==> src/rtl/sync_fifo_prog.sv <==
// sync_fifo_prog: single-clock FIFO with programmable almost-full/empty
// thresholds, sticky overflow/underflow flags and a choice of registered
// or first-word-fall-through read data.
//
// Ports:
//   clk, rst_n            clock, synchronous active-low reset
//   wr_en, din            write request and data (ignored while full)
//   rd_en                 read request / pop (ignored while empty)
//   err_clr               clears overflow/underflow (a same-cycle set wins)
//   dout                  read data
//   full, empty           occupancy flags derived from count
//   almost_full           count >= AF_THRESH
//   almost_empty          count <= AE_THRESH
//   count                 entries stored, 0..DEPTH
//   overflow, underflow   sticky rejected-write / rejected-read flags
module sync_fifo_prog #(
  parameter int WIDTH     = 8,
  parameter int DEPTH     = 8,
  parameter int AF_THRESH = 6,
  parameter int AE_THRESH = 2,
  parameter int FWFT      = 0
) (
  input  logic                     clk,
  input  logic                     rst_n,
  input  logic                     wr_en,
  input  logic [WIDTH-1:0]         din,
  input  logic                     rd_en,
  input  logic                     err_clr,
  output logic [WIDTH-1:0]         dout,
  output logic                     full,
  output logic                     empty,
  output logic                     almost_full,
  output logic                     almost_empty,
  output logic [$clog2(DEPTH):0]   count,
  output logic                     overflow,
  output logic                     underflow
);

  localparam int AW = $clog2(DEPTH);
  localparam int CW = AW + 1;

  logic [WIDTH-1:0] mem [DEPTH];
  logic [AW-1:0]    wr_ptr, rd_ptr;
  logic             wr_ok, rd_ok;

  // Flags come straight off the registered count, so they track it with
  // no additional latency.
  assign full         = (count == CW'(DEPTH));
  assign empty        = (count == '0);
  assign almost_full  = (count >= CW'(AF_THRESH));
  assign almost_empty = (count <= CW'(AE_THRESH));

  // When full, a simultaneous read is still accepted and the write is
  // rejected; when empty, the write is accepted and the read rejected.
  assign wr_ok = wr_en && !full;
  assign rd_ok = rd_en && !empty;

  // Storage needs no reset; stale entries are unreachable once pointers
  // and count are cleared.
  always_ff @(posedge clk) begin
    if (wr_ok) mem[wr_ptr] <= din;
  end

  // Pointer width is exactly log2(DEPTH), so natural rollover is modulo DEPTH.
  always_ff @(posedge clk) begin
    if (!rst_n) begin
      wr_ptr <= '0;
      rd_ptr <= '0;
      count  <= '0;
    end else begin
      if (wr_ok) wr_ptr <= wr_ptr + 1'b1;
      if (rd_ok) rd_ptr <= rd_ptr + 1'b1;
      case ({wr_ok, rd_ok})
        2'b10:   count <= count + 1'b1;
        2'b01:   count <= count - 1'b1;
        default: count <= count;
      endcase
    end
  end

  // Sticky error flags: a set event outranks err_clr in the same cycle.
  always_ff @(posedge clk) begin
    if (!rst_n) begin
      overflow  <= 1'b0;
      underflow <= 1'b0;
    end else begin
      if (wr_en && full)  overflow <= 1'b1;
      else if (err_clr)   overflow <= 1'b0;
      if (rd_en && empty) underflow <= 1'b1;
      else if (err_clr)   underflow <= 1'b0;
    end
  end

  generate
    if (FWFT != 0) begin : g_fwft
      // Head word presented combinationally; forced to 0 while empty so the
      // post-reset value is defined even though it is don't-care.
      assign dout = empty ? '0 : mem[rd_ptr];
    end else begin : g_std
      logic [WIDTH-1:0] dout_q;
      // Registered read: loads only on an accepted read, holds otherwise.
      always_ff @(posedge clk) begin
        if (!rst_n)     dout_q <= '0;
        else if (rd_ok) dout_q <= mem[rd_ptr];
      end
      assign dout = dout_q;
    end
  endgenerate

endmodule

==> config.mk <==
export PLATFORM = sky130hd
export DESIGN_NAME = sync_fifo_prog
export DESIGN_NICKNAME = d
export VERILOG_FILES = /design/src/rtl/sync_fifo_prog.sv
export SDC_FILE = /design/constraint.sdc
export NUM_CORES = 1
export LEC_CHECK = 0
export ABC_AREA = 1
export ABC_CLOCK_PERIOD_IN_PS = 2100
export CORE_MARGIN = 2
export CORE_UTILIZATION = 50
export CTS_CLUSTER_SIZE = 24
export DETAILED_ROUTE_END_ITERATION = 10
export PLACE_DENSITY = 0.7
export SETUP_SLACK_MARGIN = 0.15
export SLEW_MARGIN = 30
export SYNTH_ARGS = -nofsm -noshare
export SYNTH_HDL_FRONTEND = slang
export SYNTH_SLANG_ARGS = --single-unit
==> constraint.sdc <==
create_clock -name clk -period 2.1 [get_ports clk]
set_clock_uncertainty 0.1 [all_clocks]
set_input_delay 0.42 -clock clk [delete_from_list [all_inputs] [get_ports clk]]
set_output_delay 0.42 -clock clk [all_outputs]
set_load 0.01 [all_outputs]
==> impl_metrics.tcl <==
set metrics [dict create \
    ys_types 23 \
    hp-start "dout[7]" \
    hp-class "reg -> reg" \
    htreeDepth 3 \
    final_core_util_pct 60.4 \
    avgSynthCellArea_um2 9.67 \
    drc_errors 0 \
    min_period_ps 1870 \
    antenna_found_initial 0 \
    grt_max_degree 35 \
    post-cts-setup-buffers 0 \
    syn_area_um2 3700 \
    grt_overflow 0 \
    fillers 621 \
    async_flop_share_pct 0 \
    fin_tns_setup_ps 0 \
    clockRootBuffer "clkbuf_8" \
    arrival_ps 2010 \
    clk-insertion-delay-late_ps 340 \
    fin_crit_sh_pct 88.9 \
    ant_nets 0 \
    r2r_start "count[3]" \
    cts_buffer_depth 2 \
    wl_per_cell_um 13.7 \
    hold_ws_ps 367 \
    required_ps 2240 \
    wirelength_um 7300 \
    yosys_register_bits 84 \
    slew_violations 0 \
    stdcell_count 533 \
    die_x_um 90.1 \
    grt_pass1_wl_um 12000 \
    ys_warn_count 0 \
    grt_usage_pct 19.2 \
    power_mw 4.66 \
    rsz0062_at_grt "yes" \
    initial_core_util_pct 51.3 \
    p_leak_nw 1.87 \
    relSlewSlack_pct 70.7 \
    syn_inst 383 \
    vias_per_cell 4.89 \
    max_freq_ghz 0.536 \
    setup.worst_path.start "rd_en" \
    core_um2 7210 \
    status "finished, final reports clean" \
    tightest_slew_ps 439 \
    yosysSeqAreaShare_pct 62.7 \
    cts_tree "built" \
    synth_top_cell_area_share_pct 51.9 \
    clk_pin_slew_worst_paths_ps 80 \
    dpl.cell_count 517 \
    die_area_um2 8110 \
    synth-edff-count 64 \
    grt_pass1_vias 2543 \
    finalSetupViolCount 0 \
    ios 31 \
    yosys.area.top_type "edfxtp_1" \
    drive_gt1_share_pct 11.5 \
    finalHoldViolCount 0 \
    fin_nets 447 \
    postCtsHoldBufs 0 \
    rows 31 \
    drv_cap 0 \
    cp_max_fo 4 \
    synth_area_leaders "edfxtp_1, nand2_1, dfxtp_1, nand3_1, inv_1" \
    numCtsBuffers 9 \
    drt_iter0_markers 142 \
    gp_congestion 0.882 \
    worstSetupPathType "in -> reg" \
    startpoint_type "input port" \
    antennaDiodeCount 0 \
    yosysMostFrequentCell "nand2_1" \
    areaGrowthSynthToFinish_pct 17.6 \
    hpwl_um 4910 \
    portBuffers 30 \
    cp-end-kind "flop" \
    route.vias.total 2604 \
    ir_drop_uv 481 \
    synth-main-ff-cell "edfxtp_1" \
    dr.pass1.iters 4 \
    powerDensity_nw_per_um2 1070 \
    syn_nets 401 \
    synth_commonest_cells "nand2_1, inv_1, edfxtp_1" \
    cts.sinks 84 \
    die_h_um 90.1 \
]
==> flip-flops by register name, indices dropped and copies added, names as in the netlist <==
name,flops
mem,64
count,4
dout,8
rd_ptr,3
wr_ptr,3
underflow,1
overflow,1
==> through the flow <==
stage | setup slack (ps) | area [µm²]
6_report | 233 | 4350
5_1_grt | 110 | 4350
4_1_cts | 179 | 4340
3_5_place_dp | -171 | 4160
3_3_place_gp | -114 | 4160
2_1_floorplan | 174 | 3700
==> where the power goes <==
| group | internal [mW] | switching [mW] |
|---|---|---|
| sequential | 1.98 | 0.156 |
| clock | 0.491 | 0.515 |
| combinational | 0.638 | 0.877 |
==> critical path, cell delays in order <==
cell	delay (ps)
clkdlybuf4s50_1	490
nand2_2	70
inv_2	50
ha_2	200
nand2_1	60
inv_1	90
nor2_2	50
ha_1	190
a21oi_2	130
xnor2_1	90
o21ai_1	110
inv_1	50
==> layout by cell type (no fill, tap or decap), drive strengths merged <==
master | synthesis | final
or2 | 1 | 1
and3 | 1 | 1
a21oi | 20 | 20
clkinv | 1 | 3
nand3 | 54 | 54
inv | 70 | 70
clkbuf | 1 | 14
o21ai | 10 | 10
nand2 | 110 | 110
ha | 5 | 5
clkdlybuf4s50 | 0 | 26
edfxtp | 64 | 64
dlygate4sd2 | 0 | 4
buf | 12 | 18
dfxtp | 20 | 20
nor2 | 12 | 12
xnor2 | 2 | 2
==> routing by layer <==
metal	up-vias	track usage, %	share of wire [%]
li1	1317	-	-
met1	1211	24.0	43
met2	67	33.3	51
met3	9	3.35	4.7
met4	0	7.31	1.3
met5	-	0	0
==> kinds of logic after synthesis <==
family | share of synthesized area (%)
and+or+nand+nor | 20.5
buffers and inverters | 10.4
DFF | 62.7
AOI/OAI and AO/OA | 4.26
adders and majority gates | 1.69
xor gates and xnor gates | 0.473
==> cell type report <==
type | instances | area [µm²] | area share [%]
Clock inverter | 2 | 8.76 | 0.201
Multi-Input combinational cell | 215 | 1020 | 23.4
Timing Repair Buffer | 48 | 443 | 10.2
Clock buffer | 14 | 163 | 3.74
Sequential cell | 84 | 2330 | 53.4
Tap cell | 99 | 124 | 2.84
Inverter | 71 | 272 | 6.24
==> what timing repair did <==
item	CTS	global route
gates cloned	0	0
resized for setup	9	5
setup endpoints to repair	5	2
==> worst paths after layout <==
check	cells past startpoint	slack, ps	endpoint
max	12	230	count[2]
min	2	370	dout[7]
max reg2reg	12	240	count[2]
min reg2reg	2	370	dout[7]
(Power assumes the default switching activity.)
